$ cat config.mk
export PLATFORM = sky130hd
export DESIGN_NAME = apex_cfg_ctrl
export DESIGN_NICKNAME = d
export VERILOG_FILES = /design/src/rtl/apex_cfg_ctrl.sv
export SDC_FILE = /design/constraint.sdc
export NUM_CORES = 1
export LEC_CHECK = 0
export CORE_MARGIN = 1.5
export CORE_UTILIZATION = 49
export DETAILED_ROUTE_END_ITERATION = 12
export PLACE_DENSITY = 0.77
export SLEW_MARGIN = 25
export SYNTH_ARGS = -nofsm -noshare
export SYNTH_HDL_FRONTEND = slang
export SYNTH_SLANG_ARGS = --single-unit
$ cat constraint.sdc
create_clock -name clk -period 4.1 [get_ports clk]
set_input_delay 0.82 -clock clk [delete_from_list [all_inputs] [get_ports clk]]
set_output_delay 0.82 -clock clk [all_outputs]
set_load 0.02 [all_outputs]
$ cat src/rtl/apex_cfg_ctrl.sv
// apex_cfg_ctrl: shadowed ER/OR configuration registers, validated by a 4-step
// sequential checker before being pushed to the live buses feeding hwmod.
module apex_cfg_ctrl #(
    parameter logic [15:0] META_BASE  = 16'h0140,
    parameter logic [15:0] SMEM_BASE  = 16'hA000,
    parameter logic [15:0] SMEM_SIZE  = 16'h4000,
    parameter logic [15:0] ER_MIN_DEF = 16'hE1CC,
    parameter logic [15:0] ER_MAX_DEF = 16'hE6CC,
    parameter logic [15:0] OR_MIN_DEF = 16'hF000,
    parameter logic [15:0] OR_MAX_DEF = 16'hF004
) (
    input  logic        clk,
    input  logic        puc,
    input  logic        data_en,
    input  logic        data_wr,
    input  logic [15:0] data_addr,
    input  logic [15:0] data_wdata,
    input  logic        dma_en,
    input  logic        exec,
    output logic [15:0] ER_min,
    output logic [15:0] ER_max,
    output logic [15:0] OR_min,
    output logic [15:0] OR_max,
    output logic        cfg_busy,
    output logic        cfg_valid,
    output logic [1:0]  cfg_err
);
    typedef enum logic [1:0] {IDLE, CHECK, COMMIT} state_t;
    localparam logic [16:0] SMEM_END = {1'b0, SMEM_BASE} + {1'b0, SMEM_SIZE} - 17'd1;
    state_t      state;
    logic [1:0]  idx;
    logic [15:0] sh_er_min, sh_er_max, sh_or_min, sh_or_max;
    logic [14:0] off;
    logic        wr, commit;
    logic [1:0]  code;
    // window writes are only honoured while idle, so shadows are frozen during a check
    assign wr     = data_en & data_wr & ~dma_en & (state == IDLE);
    assign off    = data_addr[15:1] - META_BASE[15:1];
    assign commit = wr & (off == 15'd4) & data_wdata[0];
    always_comb
        code = idx == 2'd0 ? (sh_er_min > sh_er_max ? 2'd1 : 2'd0) :
               idx == 2'd1 ? (sh_or_min > sh_or_max ? 2'd1 : 2'd0) :
               idx == 2'd2 ? ((sh_er_max < sh_or_min || sh_or_max < sh_er_min) ? 2'd0 : 2'd2) :
                             ((sh_er_max < SMEM_BASE || {1'b0, sh_er_min} > SMEM_END) ? 2'd0 : 2'd2);
    always_ff @(posedge clk or posedge puc) begin
        if (puc) begin
            state     <= IDLE;
            idx       <= 2'd0;
            sh_er_min <= ER_MIN_DEF;
            sh_er_max <= ER_MAX_DEF;
            sh_or_min <= OR_MIN_DEF;
            sh_or_max <= OR_MAX_DEF;
            ER_min    <= ER_MIN_DEF;
            ER_max    <= ER_MAX_DEF;
            OR_min    <= OR_MIN_DEF;
            OR_max    <= OR_MAX_DEF;
            cfg_busy  <= 1'b0;
            cfg_valid <= 1'b0;
            cfg_err   <= 2'd0;
        end else begin
            case (state)
                IDLE: begin
                    if (wr && off == 15'd0) sh_er_min <= data_wdata;
                    if (wr && off == 15'd1) sh_er_max <= data_wdata;
                    if (wr && off == 15'd2) sh_or_min <= data_wdata;
                    if (wr && off == 15'd3) sh_or_max <= data_wdata;
                    if (commit && exec) cfg_err <= 2'd3;
                    if (commit && !exec) begin
                        state    <= CHECK;
                        idx      <= 2'd0;
                        cfg_busy <= 1'b1;
                    end
                end
                CHECK: begin
                    if (code != 2'd0) begin
                        cfg_err  <= code;
                        cfg_busy <= 1'b0;
                        state    <= IDLE;
                    end else if (idx == 2'd3) begin
                        state <= COMMIT;
                    end else begin
                        idx <= idx + 2'd1;
                    end
                end
                COMMIT: begin
                    if (exec) begin
                        cfg_err <= 2'd3;
                    end else begin
                        ER_min    <= sh_er_min;
                        ER_max    <= sh_er_max;
                        OR_min    <= sh_or_min;
                        OR_max    <= sh_or_max;
                        cfg_valid <= 1'b1;
                        cfg_err   <= 2'd0;
                    end
                    cfg_busy <= 1'b0;
                    state    <= IDLE;
                end
                default: state <= IDLE;
            endcase
        end
    end
endmodule

# Word-level counts from Yosys, hierarchy flattened
# Index checks and enable logic that the tools add are counted.
op_classes:
  n_addsub: 2
  magnitude_cmp: 6
  n_eq_ne: 15
  n_mux: 22
  bitwise_logic: 7
  n_reduce_logical: 24
op_table:
  columns: ["operator", "count"]
  rows:
  - ["$gt 16x16->1", 2]
  - ["$lt 16x16->1", 2]
  - ["$eq 15x2->1 const B", 2]
  - ["$mux 2", 14]
  - ["$gt 16x16->1 const B", 1]
  - ["$lt 16x16->1 const B", 1]
  - ["$eq 15x1->1 const B", 1]
  - ["$eq 15x3->1 const B", 1]
  - ["$logic_not 15->1", 1]
  - ["$sub 15x8->15 const B", 1]
  - ["$reduce_and 2->1", 6]
  - ["$pmux 2 s2", 2]
  - ["$eq 2x2->1 const B", 3]
  - ["$logic_and 1x1->1", 6]
  - ["$ne 2x2->1 const B", 3]
  - ["$pmux 2 s3", 1]
  - ["$reduce_and 3->1", 2]
  - ["$and 1x1->1", 5]
  - ["$eq 2x1->1 const B", 2]
  - ["$logic_not 2->1", 2]
  - ["$mux 1", 4]
  - ["$ne 2x1->1 const B", 2]
  - ["$reduce_and 4->1", 1]
  - ["$reduce_bool 2->1", 2]
  - ["7 further kinds", 9]
word_totals:
  reg_bits: 136
  inputBits: 38
  word_cells: 89

# Longest topological paths before layout
# Gate-level depths: netlist of the first run.
logic_depth:
  ltp_word: 9
  depth_mapped: 11
  ltp_nobuf: 9

# Least setup slack after synthesis of the first run
# OpenSTA, ideal clock, no wires.
synth_path:
  kind: "in2reg"
  startpoint: "input data_addr[6]"
  endpoint: "register sh_er_max[0]"
  setup_time_ns: 0.125
  arrival_time_ns: 2.610
  path_slack_ns: 1.366
  stages: 10
  n_path_buf: 1
  cell_sequence: "inv_1 > ha_1 > nor4b_1 > and4_1 > o211ai_1 > nor2_1 > nand2_1 > nor2_2 > buf_4 > mux2_2"
synth_between:
  elab_chain_len: 4
synth_lines:
  columns: ["item", "line_no", "text"]
  rows:
  - ["start: declaration", "16", "input logic [15:0] data_addr,"]
  - ["$sub 15x8->15", "38", "assign off = data_addr[15:1] - META_BASE[15:1];"]
  - ["$eq 15x1->1", "64", "if (wr && off == 15'd1) sh_er_max <= data_wdata;"]
  - ["$logic_and 1x1->1", "64", null]
  - ["$reduce_and 2->1 (no source line)", null, null]
  - ["end signal: assignment", "64", null]
  - ["end: declaration", "32", "logic [15:0] sh_er_min, sh_er_max, sh_or_min, sh_or_max;"]
# Every way passes these cells.
# A chain may end at the register's enable or synchronous reset.

# Worst setup path in the final report of the first run
layout_path:
  startpoint: "input data_addr[6]"
  endpoint: "register sh_or_max[8]"
layout_between:
  elab_chain_len: 4
layout_lines:
  columns: ["item", "line_no", "text"]
  rows:
  - ["$sub 15x8->15", "38", null]
  - ["$eq 15x2->1", "66", "if (wr && off == 15'd3) sh_or_max <= data_wdata;"]
  - ["$logic_and 1x1->1", "66", null]
  - ["$reduce_and 2->1 (no source line)", null, null]
  - ["end signal: assignment", "66", null]
  - ["end: declaration", "32", null]
# Every way passes these cells.

==> results summary, run 1 <==
Per report_power, the combinational group accounts for a little under a third of the total. The count of flip-flops with a built-in enable after synthesis came out at 0. Entering global routing, the biggest net connects about 140 pins. The setup TNS after final layout is 0 ns. The data arrival time at the worst-slack endpoint came out at around 3.5 ns. Buffers added to address setup during post-CTS repair amount to 0. Between clock sinks in the finished design, the worst skew comes to just over 0.007 ns. The TritonCTS sink count is 136. The cell-internal power came out at about 3400 uW. The buffer levels on the longest clock path came out at 2. For this configuration, the core starts out at a cell density of 49.9%. The standard cell with the maximum stage delay on the critical path is sky130_fd_sc_hd__clkdlybuf4s50_1. The number of fill cells is roughly 1.1k. Measured against its own limit, the worst slew margin works out to 42.6%. The actual transition at the worst max-transition pin is around 0.85 ns. The count of non-filler cells in the finished layout is around 1000. In this run the clock root is driven by a sky130_fd_sc_hd__clkbuf_16. The worst path in the final design needs a cycle of 3.14 ns, including I/O delays and setup.

Of the post-synthesis cell area, the dominant cell type holds a little under a third. In this run the vertical extent of the chip is roughly 120 microns. The synthesized cell area is roughly 0.007 sq mm. The post-route fraction of the period consumed by the critical path came out at between 70 and 80%.

The detail-routed via count per cell came out at 5.46. The total overflow left after global routing is 0. 0 antenna diodes ended up in the layout. The flow ran to the end, and the final reports show no timing, DRC or antenna violations. The critical path in this run is classified as input port to flop. The width of the die is ~120 microns. The residual antenna-violating net count after detailed routing is 0. The capture point of the worst reg-to-reg path is idx[0]$_DFFE_PP0P_. The number of nets in the final layout came out at 911. The share of post-route cells with drive strength above 1 is between 10% and 20%. After synthesis, the mean cell area works out to 9.87 sq um. The final hold violation count came out at 0.

Traced cell by cell, the critical path runs through clkdlybuf4s50_1 -> inv_1 -> ha_1 -> nor4b_1 -> and4_1 -> o211ai_1 -> nor2_1 -> and3_1 -> buf_4 -> nand2_1 -> o21ai_0. Compared with the post-synthesis result, the final layout area differs by 27.2%. The count of endpoints failing setup in the final report came out at 0. The final core utilization came out at about 63%. The max-slew violation count was 0. The fraction of registers with async set or reset after synthesis is between 90% and 100%.

The final critical-path setup slack is 0.962 ns. The post-DP HPWL came out at around 12000 microns. STA classifies the critical path endpoint as a flop. Setup repair after global routing left no endpoint under its margin.

Once the clock tree was built, the resizer swapped 0 gates to a different size. The final routed DRC violation total is 0. The switching power is 1580 uW. In the synthesized netlist, the number of instances is ~700.

The most used flip-flop cell after synthesis is sky130_fd_sc_hd__dfrtp_1. The storage element area is between 0.003 and 0.004 sq mm. The type of origin of the critical path is an input port. The largest incremental delay on the critical path came out at slightly below 0.5 ns. The combined global-route utilization of all metal layers is around 24%. The routed layout has ~5.4k vias. The tool flagged a number of max-cap violations equal to 0. The worst register-to-register path begins at sh_or_max[14]$_DFFE_PP1P_. The number of nets in the synthesized netlist is about 800.

Sequential cells burn 37.0% of the power. The multi-input combinational cells in the finished layout cover a total of 0.00305 sq mm. The number of buffer cells added on primary ports came out at between 100 and 150. The initial antenna violation count is 0. The clock insertion delay at the later pin of the skew report came out at approximately 0.42 ns. In this run the worst path has a maximum fanout of 19.

The leakage component of the power came out at approximately 0.0041 uW. After synthesis, the cell types taking the most area are sky130_fd_sc_hd__dfrtp_1, sky130_fd_sc_hd__dfstp_2, sky130_fd_sc_hd__ha_1. The depth of the worst register-to-register path is 9.

The first global-routing pass estimated approximately 27000 microns of wire. The number of synthesized register bits is between 100 and 150. Of the synthesized area, sequential elements account for roughly 50%. The slack of the worst reg-to-reg path is ~1.2 ns.

The switching share of power is a little under a third. Final hold analysis gives a worst-case slack of 0.476 ns. The final wirelength came out at 16700 microns.

The average wire per cell in the routed design came out at ~17 microns. The power per standard cell area came out at about 570 mW/mm^2. The hold-fix buffer count after cts came out at 0.

The worst min-delay path endpoint is ER_max[4]$_DFFE_PP0P_. The worst hold path class is flop to flop. The number of warnings printed during yosys synthesis is 0. The startpoint identified for the worst hold timing path is ER_max[4]$_DFFE_PP0P_. The die covers around 0.015 sq mm. The via count of the first global-routing pass is about 5.6k. The CTS tree is yes. The clock share of power is 31.1%. The initial DRC count came out at about 370. The worst ir drop on vdd came out at between 0.3 and 0.4 mV.

The routability congestion estimate from global placement came out at 0.853. The maximum clock frequency is 319 MHz. The detailed-router iteration count before antenna repair is 6. between 100 and 150 I/O pins were placed. The clock-pin slew reported for the worst setup and hold paths after clock tree synthesis is 0.06 ns. In this run the worst setup path begins at data_addr[6]. The synthesized design spends more area on one cell type than any other, namely sky130_fd_sc_hd__dfrtp_1. The number of buffers created by CTS came out at 17. The floorplan step defined a core boundary enclosing approximately 0.014 sq mm.

The H-tree was split into 4 levels. At the placement stage, the worst setup path has a slack of 0.584 ns. The count of placed standard cells including taps came out at 963.

The cell depth of the worst hold path came out at 2. The post-synthesis cell type count is between 50 and 60. The initialized floorplan defines 43 standard-cell rows.

Data on the critical path is required at its endpoint by between 4 and 5 ns.
-- critical path, delay by kind of cell --
kind                     cells  cell delay (ns)
adder cells (fa/ha/maj)      1             0.27
AND/OR/NAND/NOR              5             1.20
buffers and inverters        3             0.82
AO/OA/AOI/OAI                2             0.35
-- worst max-delay path by stage --
stage / endpoint / slack, ns / depth (start not counted)
2_1_floorplan: sh_er_max[0]$_DFFE_PP0P_ / 1.37 / 10
3_3_place_gp: sh_or_max[0]$_DFFE_PP0P_ / 0.67 / 9
3_5_place_dp: sh_or_max[8]$_DFFE_PP0P_ / 0.58 / 11
4_1_cts: sh_or_max[8]$_DFFE_PP0P_ / 0.99 / 11
5_1_grt: sh_or_max[6]$_DFFE_PP0P_ / 0.68 / 11
6_report: sh_or_max[8]$_DFFE_PP0P_ / 0.96 / 11
-- power groups by stage --
stage | sequential, uW | combinational, uW | clock, uW
after global placement | 1870 | 1570 | 0
after floorplan | 2180 | 576 | 0
after CTS | 1860 | 1620 | 1580
after detailed placement | 1880 | 1610 | 0
final | 1860 | 1600 | 1560
after global routing | 1890 | 1750 | 1650
-- sequential cells by signal, summed over array words and instances, names as in the netlist --
name and count:
cfg_valid 1, idx 2, sh_or_max 16, OR_max 16, sh_or_min 16, ER_min 16
sh_er_min 16, sh_er_max 16, cfg_err 2, state 2, cfg_busy 1, OR_min 16
ER_max 16
-- synth_stat cells, types with 4 or more instances --
| library cell | number |
|---|---|
| sky130_fd_sc_hd__nand4_1 | 13 |
| sky130_fd_sc_hd__nand3_1 | 4 |
| sky130_fd_sc_hd__a21o_1 | 5 |
| sky130_fd_sc_hd__ha_1 | 71 |
| sky130_fd_sc_hd__clkbuf_1 | 19 |
| sky130_fd_sc_hd__a21oi_1 | 23 |
| sky130_fd_sc_hd__or2b_2 | 4 |
| sky130_fd_sc_hd__o21ai_0 | 117 |
| sky130_fd_sc_hd__dfrtp_1 | 84 |
| sky130_fd_sc_hd__dfstp_2 | 52 |
| sky130_fd_sc_hd__nand2_1 | 132 |
| sky130_fd_sc_hd__inv_1 | 75 |
| sky130_fd_sc_hd__nand2b_1 | 4 |
| sky130_fd_sc_hd__o21ai_1 | 6 |
| sky130_fd_sc_hd__nor2_1 | 9 |
| sky130_fd_sc_hd__nor3_1 | 7 |
| sky130_fd_sc_hd__mux2_2 | 19 |
-- per-layer routing --
layer / global-route usage (%) / routed length, microns
met2: 43.4 / 8810
met4: 10.7 / 526
met5: 0 / 0
met3: 4.98 / 714
met1: 28.4 / 6680
-- layout by cell type (no fill, tap or decap), drive strengths merged, types with 3 or more instances in the layout --
| cell type | instances |
|---|---|
| nand3 | 4 |
| ha | 71 |
| buf | 7 |
| a2111o | 3 |
| clkinv | 4 |
| nor2 | 10 |
| a21oi | 23 |
| mux2 | 19 |
| or2b | 4 |
| nand2 | 132 |
| dfrtp | 84 |
| a32oi | 3 |
| dfstp | 52 |
| clkdlybuf4s50 | 104 |
| o211ai | 3 |
| o21ai | 124 |
| nand4 | 13 |
| nand2b | 5 |
| a21o | 5 |
| nor3 | 7 |
| nor4 | 3 |
| inv | 74 |
| clkbuf | 24 |
| bufinv | 3 |
-- cells by family (layout without fill, tap and decap cells) --
group           Yosys count  in the layout  synth area share, %
fa+ha+maj                71             71                 12.9
compound gates          179            179                 15.0
xor+xnor                  2              2                0.255
mux                      20             20                 3.26
simple gates            189            189                 12.5
buf+inv                  99            218                 5.52
flops                   136            136                 50.5
-- cell type report --
type	instances	share of cell area (%)
repair buffers	111	12.7
flip-flops and latches	136	39.7
clock inverters	8	1.35
multi-input cells	461	34.9
well taps	180	2.58
clock buffers	24	5.63
inverters	75	3.26
-- metrics by stage --
| step | power, uW | cell area [sq um] |
|---|---|---|
| 2_1_floorplan | 2750 | 6870 |
| 3_3_place_gp | 3440 | 8130 |
| 3_5_place_dp | 3490 | 8130 |
| 4_1_cts | 5060 | 8740 |
| 5_1_grt | 5300 | 8740 |
| 6_report | 5020 | 8740 |
(Power assumes the default switching activity.)
==> run 2: changes to the inputs <==
--- a/config.mk
+++ b/config.mk
@@ -6,9 +6,9 @@
 export NUM_CORES = 1
 export LEC_CHECK = 0
 export CORE_MARGIN = 1.5
-export CORE_UTILIZATION = 49
+export CORE_UTILIZATION = 54
 export DETAILED_ROUTE_END_ITERATION = 12
-export PLACE_DENSITY = 0.77
+export PLACE_DENSITY = 0.8
 export SLEW_MARGIN = 25
 export SYNTH_ARGS = -nofsm -noshare
 export SYNTH_HDL_FRONTEND = slang
==> constraint.sdc (replaced) <==
create_clock -name clk -period 2.9 [get_ports clk]
set_input_delay 0.58 -clock clk [delete_from_list [all_inputs] [get_ports clk]]
set_output_delay 0.58 -clock clk [all_outputs]
set_load 0.02 [all_outputs]
==> results summary, run 2 (synthesized netlist as in run 1, its figures left out) <==
The worst ir drop on vdd is 0.519 mV (+45%). The hold-fix buffer count after cts was 0 (unchanged). The share of post-route cells with drive strength above 1 is 16.4% (+1.4 points). The number of fill cells came out at 940 (-17%). The global-route wire length before repair was 27700 microns (+1.3%).

The met2 track utilization from global routing is 48.1% (+4.8 points). The final core utilization is 71.1% (+7.6 points). The initial antenna violation count is 0 (unchanged).

The cell area after layout is 0.00890 sq mm (+1.8%). The clock insertion delay at the later pin of the skew report came to 0.42 ns (about the same). The initial DRC count is 367 (+0.27%). The overall power after layout was 7000 uW (+39%). The data arrival time at the worst-slack endpoint is 3.11 ns (-0.37 ns).

The number of antenna repair diodes was 0 (unchanged). The maximum clock frequency is approximately 360 MHz. The number of maximum-capacitance constraint violations came out at 0 (unchanged). The total die area is 0.0134 sq mm (-9.0%). The largest driver fanout on the critical path is 8 (-11). The height of the chip is 116 microns (-4.6%). The library cell used most frequently in the layout, excluding fill and tap cells, is sky130_fd_sc_hd__nand2_1. STA classifies the critical path startpoint as a flop. The detail-routed via count per cell came out at 5.53 (+1.2%). The run finished with clean final reports. The number of buffer cells added on primary ports came out at 104 (unchanged). The combined global-route utilization of all metal layers is 27.4% (+3.0 points). The number of nets in the final layout came out at 929 (+2.0%). The average wire per cell in the routed design came out at 17.4 microns (+3.3%). The required time of the critical path came out at 3.22 ns (-1.22 ns).

The setup TNS after final layout is 0 ns (unchanged). The cell sitting at the root of the clock tree is a sky130_fd_sc_hd__clkbuf_16. The via count is 5555 (+2.2%). The effective utilization at floorplan is 54.9% (+5.0 points).

The total core area came out at 0.0125 sq mm (-9.1%). The worst slew margin relative to its limit is 44.9% (+2.2 points). The width of the die is 116 microns (-4.6%). The maximum level of the CTS H-tree was 4 (unchanged). The category of the most critical setup path is flop to flop.

The fraction of met3 tracks used by global routing was 6.38% (+1.4 points). The final critical-path setup slack came out at 0.109 ns (-0.853 ns). The actual transition at the worst max-transition pin came out at 0.825 ns (-0.0271 ns). The worst clock skew on the final layout is 0.00697 ns (-0.0000910 ns). The worst setup path is captured at a flop. The fraction of met1 tracks used by global routing is 32.0% (+3.6 points). The count of endpoints failing setup in the final report came out at 0 (unchanged). The worst slack after detailed placement is -0.153 ns (-0.737 ns). The number of instances resized during post-cts repair came out at 0 (unchanged). TritonCTS built the clock tree.

The residual antenna-violating net count after detailed routing is 0 (unchanged). The routability congestion estimate from global placement is 0.871 (+2.1%). The worst hold path class is flop to flop. The detailed-router iteration count before antenna repair came to 5 (-1). The buffer levels on the longest clock path came out at 2 (unchanged). The post-DP HPWL was 13200 microns (+5.9%).

The number of buffers created by CTS was 17 (unchanged). The layer flagged by global routing as most heavily used is met2. The via count of the first global-routing pass is 5767 (+2.4%). Of the available clock period, the critical path in the final layout requires between 90% and 100%.

The buffer count from post-CTS setup fixing is 0 (unchanged). The final routed DRC violation total is 0 (unchanged). The TritonCTS sink count is 136 (unchanged).

The post-layout minimum cycle time came out at 2.79 ns. The number of I/O pins is 106 (unchanged). The largest net degree at the start of global routing came out at 64 (-53%).

The clock-pin slew reported for the worst setup and hold paths after clock tree synthesis came out at 0.05 ns (about the same). In the layout the commonest cells are sky130_fd_sc_hd__nand2_1, sky130_fd_sc_hd__o21ai_0, sky130_fd_sc_hd__clkdlybuf4s50_1, sky130_fd_sc_hd__dfrtp_1, sky130_fd_sc_hd__inv_1. The cell area after placement was 0.00833 sq mm (+2.5%).

Setup repair after global routing left no endpoint under its margin. The growth of design area from synthesis to finish came out at 29.5%. The power per standard cell area came to 787 mW/mm^2 (+37%). The final hold violation count was 0 (unchanged). The leftover overflow at the end of global routing is 0 (unchanged). The leakage component of the power came out at 0.00421 uW (+2.1%). The cell row count is 41 (-4.7%). The final wirelength came out at 17500 microns (+4.4%).

The max-slew violation count is 0 (unchanged).
==> run 2: cell count changes in the layout (fill, tap and decap cells not counted), sizes merged <==
cell      previous run  this run
clkinv               4         1
clkbuf              24        30
clkinvlp             2         1
bufinv               3         1
buf                  7        25
==> run 2: layer usage <==
layer | part of all wire (%) | wire [microns]
met3 | 4.9 | 856
met4 | 3.0 | 529
met5 | 0 | 0
met2 | 52 | 9080
met1 | 40 | 6990
==> run 2: final timing paths <==
kind                                            from                  endpoint  slack, ns  cells after the start
max in group asynchronous                        puc  sh_er_max[6]$_DFFE_PP1P_       1.49                      3
setup reg to reg           sh_or_max[14]$_DFFE_PP1P_        idx[0]$_DFFE_PP0P_       0.11                     10
hold / removal                 cfg_valid$_DFFE_PP0P_     cfg_valid$_DFFE_PP0P_       0.47                      1
setup / recovery           sh_or_max[14]$_DFFE_PP1P_        idx[0]$_DFFE_PP0P_       0.11                     10
hold reg to reg                cfg_valid$_DFFE_PP0P_     cfg_valid$_DFFE_PP0P_       0.47                      1
min in group asynchronous                        puc  sh_er_min[1]$_DFFE_PP0P_       0.68                      2
==> run 2: report_power, final <==
part | internal [uW] | leakage [uW] | switching [uW]
Combinational | 1080 | 0.00246 | 1250
Sequential | 2390 | 0.00148 | 231
Clock | 1290 | 0.000273 | 754
Total | 4770 | 0.00421 | 2230
==> run 2: worst max-delay path: stages, from the launching register on <==
cell,delay [ns]
sky130_fd_sc_hd__dfstp_2,0.53
sky130_fd_sc_hd__inv_1,0.08
sky130_fd_sc_hd__ha_1,0.32
sky130_fd_sc_hd__a21oi_1,0.17
sky130_fd_sc_hd__nand2_1,0.07
sky130_fd_sc_hd__a221o_1,0.36
sky130_fd_sc_hd__nor3_1,0.29
sky130_fd_sc_hd__buf_4,0.20
sky130_fd_sc_hd__o41ai_4,0.09
sky130_fd_sc_hd__or4_1,0.49
sky130_fd_sc_hd__o221ai_1,0.09
==> run 2: cell type report <==
type / count / area, sq um / area share (%)
flip-flops and latches: 136 / 3470 / 39.0
multi-input cells: 461 / 3050 / 34.3
repair buffers: 129 / 1320 / 14.8
clock buffers: 30 / 524 / 5.89
inverters: 75 / 285 / 3.21
well taps: 172 / 215 / 2.42
clock inverters: 2 / 35.0 / 0.394
==> run 2: metrics by stage <==
| stage | cells | hold WS (ns) |
|---|---|---|
| finish | 1005 | 0.470 |
| global route | 1005 | 0.489 |
| CTS | 1005 | 0.477 |
| detailed placement | 973 | 0.460 |
| global placement | 973 | 0.455 |
| floorplan | 696 | 0.490 |
